**src/rtl/sseg_scan_ctrl_if.sv**
```systemverilog
// Bundle of the board-side signals of the seven-segment scan controller.
// The board logic uses the master view; the scan controller uses the slave view.
interface sseg_scan_ctrl_if;
    logic       wr_valid;
    logic [1:0] wr_addr;
    logic [3:0] wr_data;
    logic       wr_ready;
    logic       commit;
    logic       commit_done;
    logic [3:0] digit_en;
    logic [2:0] brightness;
    logic [3:0] value;
    logic [3:0] an;
    logic       frame_start;

    modport master (
        output wr_valid, wr_addr, wr_data, commit, digit_en, brightness,
        input  wr_ready, commit_done, value, an, frame_start
    );

    modport slave (
        input  wr_valid, wr_addr, wr_data, commit, digit_en, brightness,
        output wr_ready, commit_done, value, an, frame_start
    );
endinterface

```
**src/rtl/sseg_scan_ctrl.sv**
```systemverilog
// Four-digit multiplexed seven-segment scan controller.
// A shadow bank is written by the board logic; it is copied to the active
// bank only at a frame boundary, so a frame never mixes old and new digits.
module sseg_scan_ctrl #(
    parameter int PRESCALE_W = 18
) (
    input  logic            mclk,
    input  logic            reset_n,
    sseg_scan_ctrl_if.slave bus
);

    typedef enum logic {
        ST_IDLE    = 1'b0,
        ST_PENDING = 1'b1
    } state_t;

    logic [PRESCALE_W-1:0] prescale_q;
    logic [1:0]            idx_q;
    logic [3:0]            shadow_q [4];
    logic [3:0]            active_q [4];
    state_t                state_q;
    state_t                state_d;
    logic                  copy_d;
    logic                  wr_en;
    logic                  wrap;
    logic                  frame_edge;
    logic                  lit;
    logic [3:0]            an_d;
    logic [3:0]            value_q;
    logic [3:0]            an_q;
    logic                  commit_done_q;
    logic                  frame_edge_q;
    logic                  frame_start_q;

    assign wrap       = &prescale_q;
    assign frame_edge = wrap && (idx_q == 2'd3);
    // Writes are refused while a copy is outstanding so the committed image is stable.
    assign wr_en      = bus.wr_valid && (state_q == ST_IDLE);

    // Prescaler and digit index: the index advances once per dwell period.
    always_ff @(posedge mclk or negedge reset_n) begin
        if (!reset_n) begin
            prescale_q <= '0;
            idx_q      <= 2'd0;
        end else begin
            prescale_q <= prescale_q + 1'b1;
            if (wrap) begin
                idx_q <= idx_q + 2'd1;
            end
        end
    end

    // Commit FSM state register.
    always_ff @(posedge mclk or negedge reset_n) begin
        if (!reset_n) begin
            state_q <= ST_IDLE;
        end else begin
            state_q <= state_d;
        end
    end

    // Commit FSM next state: a commit seen on a boundary cycle waits for the next boundary.
    always_comb begin
        state_d = state_q;
        copy_d  = 1'b0;
        case (state_q)
            ST_IDLE: begin
                if (bus.commit) begin
                    state_d = ST_PENDING;
                end
            end
            ST_PENDING: begin
                if (frame_edge) begin
                    state_d = ST_IDLE;
                    copy_d  = 1'b1;
                end
            end
            default: state_d = ST_IDLE;
        endcase
    end

    generate
        for (genvar gi = 0; gi < 4; gi++) begin : g_digit
            // Per-digit shadow and active registers.
            always_ff @(posedge mclk or negedge reset_n) begin
                if (!reset_n) begin
                    shadow_q[gi] <= 4'h0;
                    active_q[gi] <= 4'h0;
                end else begin
                    if (wr_en && (bus.wr_addr == 2'(gi))) begin
                        shadow_q[gi] <= bus.wr_data;
                    end
                    if (copy_d) begin
                        active_q[gi] <= shadow_q[gi];
                    end
                end
            end
        end
    endgenerate

    // Anode pattern: the top three prescaler bits form the PWM phase for brightness.
    always_comb begin
        lit  = bus.digit_en[idx_q] && (prescale_q[PRESCALE_W-1 -: 3] <= bus.brightness);
        an_d = 4'hF;
        if (lit) begin
            an_d = ~(4'(1) << idx_q);
        end
    end

    // Output registers; frame_start is delayed one extra cycle to line up with digit 0 on an.
    always_ff @(posedge mclk or negedge reset_n) begin
        if (!reset_n) begin
            value_q       <= 4'h0;
            an_q          <= 4'hF;
            commit_done_q <= 1'b0;
            frame_edge_q  <= 1'b0;
            frame_start_q <= 1'b0;
        end else begin
            value_q       <= active_q[idx_q];
            an_q          <= an_d;
            commit_done_q <= copy_d;
            frame_edge_q  <= frame_edge;
            frame_start_q <= frame_edge_q;
        end
    end

    assign bus.wr_ready    = (state_q == ST_IDLE);
    assign bus.commit_done = commit_done_q;
    assign bus.value       = value_q;
    assign bus.an          = an_q;
    assign bus.frame_start = frame_start_q;

endmodule

```
**src/flat_wrapper.sv**
```systemverilog
// flat-port wrapper written by rule: the top's interface ports become plain ports
module sseg_scan_ctrl_flat 
#(
    parameter int PRESCALE_W = 18
)
  (mclk, reset_n, bus_wr_valid, bus_wr_addr, bus_wr_data, bus_commit, bus_digit_en, bus_brightness, bus_wr_ready, bus_commit_done, bus_value, bus_an, bus_frame_start);
  sseg_scan_ctrl_if bus_i ();
  input  logic mclk;
  input  logic reset_n;
  input wire logic [$bits(bus_i.wr_valid)-1:0] bus_wr_valid;
  input wire logic [$bits(bus_i.wr_addr)-1:0] bus_wr_addr;
  input wire logic [$bits(bus_i.wr_data)-1:0] bus_wr_data;
  input wire logic [$bits(bus_i.commit)-1:0] bus_commit;
  input wire logic [$bits(bus_i.digit_en)-1:0] bus_digit_en;
  input wire logic [$bits(bus_i.brightness)-1:0] bus_brightness;
  output wire logic [$bits(bus_i.wr_ready)-1:0] bus_wr_ready;
  output wire logic [$bits(bus_i.commit_done)-1:0] bus_commit_done;
  output wire logic [$bits(bus_i.value)-1:0] bus_value;
  output wire logic [$bits(bus_i.an)-1:0] bus_an;
  output wire logic [$bits(bus_i.frame_start)-1:0] bus_frame_start;
  assign bus_i.wr_valid = bus_wr_valid;
  assign bus_i.wr_addr = bus_wr_addr;
  assign bus_i.wr_data = bus_wr_data;
  assign bus_i.commit = bus_commit;
  assign bus_i.digit_en = bus_digit_en;
  assign bus_i.brightness = bus_brightness;
  assign bus_wr_ready = bus_i.wr_ready;
  assign bus_commit_done = bus_i.commit_done;
  assign bus_value = bus_i.value;
  assign bus_an = bus_i.an;
  assign bus_frame_start = bus_i.frame_start;
  sseg_scan_ctrl #(.PRESCALE_W(PRESCALE_W)) u_core (.mclk(mclk), .reset_n(reset_n), .bus(bus_i));
endmodule
```
**config.mk**
```make
export PLATFORM = sky130hd
export DESIGN_NAME = sseg_scan_ctrl_flat
export DESIGN_NICKNAME = d
export VERILOG_FILES = /design/src/rtl/sseg_scan_ctrl_if.sv /design/src/rtl/sseg_scan_ctrl.sv /design/src/flat_wrapper.sv
export SDC_FILE = /design/constraint.sdc
export NUM_CORES = 1
export LEC_CHECK = 0
export CAP_MARGIN = 5
export CORE_UTILIZATION = 30
export DETAILED_ROUTE_END_ITERATION = 10
export MAX_ROUTING_LAYER = met4
export PLACE_DENSITY = 0.52
export SYNTH_ARGS = -nofsm -noshare
export SYNTH_HDL_FRONTEND = slang
export SYNTH_SLANG_ARGS = --single-unit
```
**constraint.sdc**
```tcl
create_clock -name mclk -period 3.71 [get_ports mclk]
set_input_delay 0.9275 -clock mclk [delete_from_list [all_inputs] [get_ports mclk]]
set_output_delay 0.9275 -clock mclk [all_outputs]
set_load 0.05 [all_outputs]
```
-- Word level (Yosys, flattened, before mapping)
Cells that the tools add are included.
- flip-flop bits (word level): 64
- $add $sub $neg: 2
- order comparisons: 3
- eq/ne operators: 4
- shifts and indexed selects: 1
- mux-type cells: 11
- bitwise gates (word level): 3
- reductions and logical operators: 9
- operator list (operator ; count):
    adder 18 x 1 -> 18 bit (second input constant) ; 1
    AND reduction 18 bit ; 1
    two-way mux 4 bit ; 3
    binary-select mux 4 bit (select 2 bit) ; 1
    logical AND 1 bit ; 7
    equality test 2 bit (second input constant) ; 3
    two-way mux 1 bit ; 5
    NOT 4 bit ; 1
    << shifter 1 x 2 -> 4 bit (first input constant) ; 1
    >= comparator 3 bit (second input constant) ; 1
    less-or-equal comparator 3 bit ; 1
    < comparator 2 x 3 -> 1 bit (second input constant) ; 1
    NOT 2 -> 3 bit ; 1
    adder 2 x 1 -> 2 bit (second input constant) ; 1
    binary-select mux 1 bit (select 2 bit) ; 1
    equality test 2 x 1 -> 1 bit (second input constant) ; 1
    zero test 2 bit ; 1
    case mux 1 bit (2 select lines) ; 1
    NOT 1 bit ; 1

-- Longest topological paths before layout
- depth in word-level cells: 4
- depth in mapped cells: 7
- gate-level depth less buffers: 6

-- Worst setup path before layout
Ideal clock, no wire load.
- path kind: input port to flip-flop
- from: input port bus_wr_addr[1]
- to: register u_core.shadow_q[12] (netlist bit)
- data arrival time: 1.897 ns
- path slack: 1.689 ns
- stages on the path: 2
- path buffers: 0
- cell sequence: nor4b_1 > mux2_2
- word-level cells in the longest chain between the ends: 2
- ends and longest elaborated chain (element ; RTL line ; RTL):
    start, declared ; flat_wrapper.sv:11 ; input wire logic [$bits(bus_i.wr_addr)-1:0] bus_wr_addr;
    zero test 2 bit ; sseg_scan_ctrl.sv:90 ; if (wr_en && (bus.wr_addr == 2'(gi))) begin
    logical AND 1 bit ; sseg_scan_ctrl.sv:90 ;
    end signal, assigned by index ; sseg_scan_ctrl.sv:91 ; shadow_q[gi] <= bus.wr_data;
    end, declared ; sseg_scan_ctrl.sv:19 ; logic [3:0] shadow_q [4];
Every way passes these cells.
A chain may end at the register's enable or synchronous reset.

-- Worst setup path after layout
- from: register u_core.state_q
- to: output port bus_wr_ready
- word-level cells in the longest chain between the ends: 1
- ends and longest elaborated chain (element ; RTL line ; RTL):
    start, declared ; sseg_scan_ctrl.sv:21 ; state_t state_q;
    start signal, assigned ; sseg_scan_ctrl.sv:58 ; state_q <= state_d;
    NOT 1 bit ; sseg_scan_ctrl.sv:127 ; assign bus.wr_ready = (state_q == ST_IDLE);
    end, declared ; flat_wrapper.sv:16 ; output wire logic [$bits(bus_i.wr_ready)-1:0] bus_wr_ready;
Every way passes these cells.

==> reports/results.tsv <==
metric	value	unit
outcome	finished clean	
Fin Clk Skew	0.00997	ns
root buf cell	clkbuf_8	
Power Density	449	nW/um^2
Hold Slack	0.367	ns
Die Y	96.6	microns
via density per instance	4.60	
hold_sp	u_core.frame_edge_q	
worst r2r src	u_core.prescale_q[0]	
Slew headroom	43.4	%
Mean Syn Cell Area	14.6	sq um
grt total ovfl	0	
Detailed Routing Iterations Pass 1	4	
CP delay by family, top	buffers and inverters	
Post-route DRC	0	
H-tree levels	3	
WL per Instance	14.1	microns
fin crit share	71.3	%
Nets	246	
layout cells sized above 1	28.8	%
hold depth	0	
Worst EP arrival	1.72	ns
final WL	4710	microns
GRT Total Usage	12.3	%
via count	1538	
Num Clock Sinks	64	
Warnings, synthesis	0	
pins over their slew limit	0	
Setup crit end kind	output pin	
initial drt markers	71	
post-synth cell types	29	
Mapped Cells	184	
slowest cell delay on critical path	0.80	ns
RSZ-0062 raised after global routing	no	
row count	34	
CTS Buffer Depth	2	
crit path launch	u_core.state_q	
syn_nets	209	
largest net degree at the start of global routing	35	
worst reg-to-reg path cell count	5	
EDFF count, synth	0	
Syn Std Cell Area	2680	sq um
startpoint types	flip-flop	
die width	96.6	microns
cts bufs inserted	9	
Setup violations, final	0	
Detail Route met3 WL	140	microns
Worst VDD drop	0.000182	V
port bufs	27	
final hold vios	0	
leakage	1.54	nW
met2 WL	2240	microns
IO Pins	28	
post_cts resized	0	
Critical Path Fanout Max	7	
Final TNS setup	0	ns
Period minus WS final	2.65	ns
Crit-path slowest cell	clkdlybuf4s50_1	
total power	1.49	mW
FMAX	378	MHz
crit path cell chain	inv_1 > clkdlybuf4s50_1	
initial antenna violation count	0	
ys async rst share	100	%
vias in the first global route	1574	
Synth Flop Type	dfrtp_1	
flop and latch count out of synthesis	64	
share of the yosys chip area belonging to registers	59.9	%
CTS tree	done	
CP required	2.78	ns
highest routed metal layer	met4	
Final HPWL DP	3200	microns
Worst path depth	2	
Detail Route Antenna Nets	0	
DIE AREA	9320	sq um
ANT cells	0	
area grow syn2layout	24.0	%
worst-margin pin slew	0.846	ns
Initial Utilization	30.9	%
hold_buf cts	0	
Clock Latency Late Sink	0.34	ns
first-pass GRT wire length	7940	microns
GP Congestion	0.773	
MaxCap Viol Count	0	
Core Footprint	8680	sq um
clock transition at the registers of the reported paths	0.08	ns
critical path buffer and inverter count	2	
WS Path Type	reg -> out	
setup bufs post-CTS	0	
M1 wire length	2210	microns
worst min-delay path class	reg -> reg	
## layer usage
| layer | track usage [%] | vias up |
|---|---|---|
| li1 | - | 722 |
| met1 | 15.1 | 779 |
| met2 | 18.2 | 25 |
| met5 | - | - |
| met3 | 2.66 | 12 |
| met4 | 8.09 | 0 |
## path summary, 6_finish.rpt
kind                                           to  slack [ns]
setup / recovery                     bus_wr_ready        1.06
hold / removal             u_core.bus.frame_start        0.37
setup reg to reg              u_core.active_q[13]        1.32
hold reg to reg            u_core.bus.frame_start        0.37
max in group asynchronous      u_core.shadow_q[7]        2.42
min in group asynchronous   u_core.prescale_q[12]        0.66
## cell families (layout without fill, tap and decap cells)
family,count (synthesis),in the layout,synth area share [%]
adders and majority gates,8,8,3.73
buffers and inverters,13,55,2.56
xor gates and xnor gates,17,17,5.55
muxes,38,38,18.1
AOI/OAI and AO/OA,2,2,0.466
DFF,64,64,59.9
and+or+nand+nor,42,42,9.75
## cell usage after synthesis, types with 2 or more instances
library cell,number,area share (%)
and4_1,3,0.98
dfrtp_1,60,56
dfstp_2,4,3.9
ha_1,8,3.7
inv_1,9,1.3
mux2_2,33,14
mux4_2,5,4.2
nand2_1,5,0.70
nand3_1,10,1.9
nand4_1,6,1.4
nor2_1,7,0.98
nor4bb_1,2,0.75
xnor2_1,12,3.9
xor2_1,5,1.6
## where the power goes
part	leakage (nW)	switching, mW	internal (mW)
registers	0.854	0.00449	0.708
clock network	0.119	0.280	0.447
logic	0.562	0.0266	0.0275
total	1.54	0.311	1.18
## metrics by stage
step,util [%],cells,setup slack [ns],area [sq um]
floorplan,-,184,1.69,2680
global placement,35.5,318,0.988,3080
detailed placement,35.5,318,0.910,3080
CTS,38.3,334,1.04,3330
global route,38.3,334,0.980,3330
finish,38.3,334,1.06,3330
## area by class of cell
type                            instances  area (sq um)
Timing Repair Buffer                   30           300
Clock buffer                            9           124
Fill cell                             840          5350
Sequential cell                        64          1610
Tap cell                              108           135
Clock inverter                          7           120
Multi-Input combinational cell        107          1010
Inverter                                9          33.8
## registers in the layout (all words and copies together) (netlist names)
| signal | count |
|---|---|
| u_core.frame_edge_q | 1 |
| u_core.state_q | 1 |
| u_core.bus.an | 4 |
| u_core.bus.frame_start | 1 |
| u_core.prescale_q | 18 |
| u_core.active_q | 16 |
| u_core.idx_q | 2 |
| u_core.bus.value | 4 |
| u_core.bus.commit_done | 1 |
| u_core.shadow_q | 16 |
## layout by cell type (no fill, tap or decap), types with 2 or more instances in the layout
cell,count
dfrtp_1,60
mux2_2,33
clkdlybuf4s50_1,26
xnor2_1,12
nand3_1,10
inv_1,9
clkbuf_8,9
ha_1,8
nor2_1,7
nand4_1,6
nand2_1,5
xor2_1,5
mux4_2,5
dfstp_2,4
and4_1,3
bufinv_16,3
nor4bb_1,2
clkinv_4,2
buf_4,2
No activity file was read; power rests on OpenSTA's default activity.
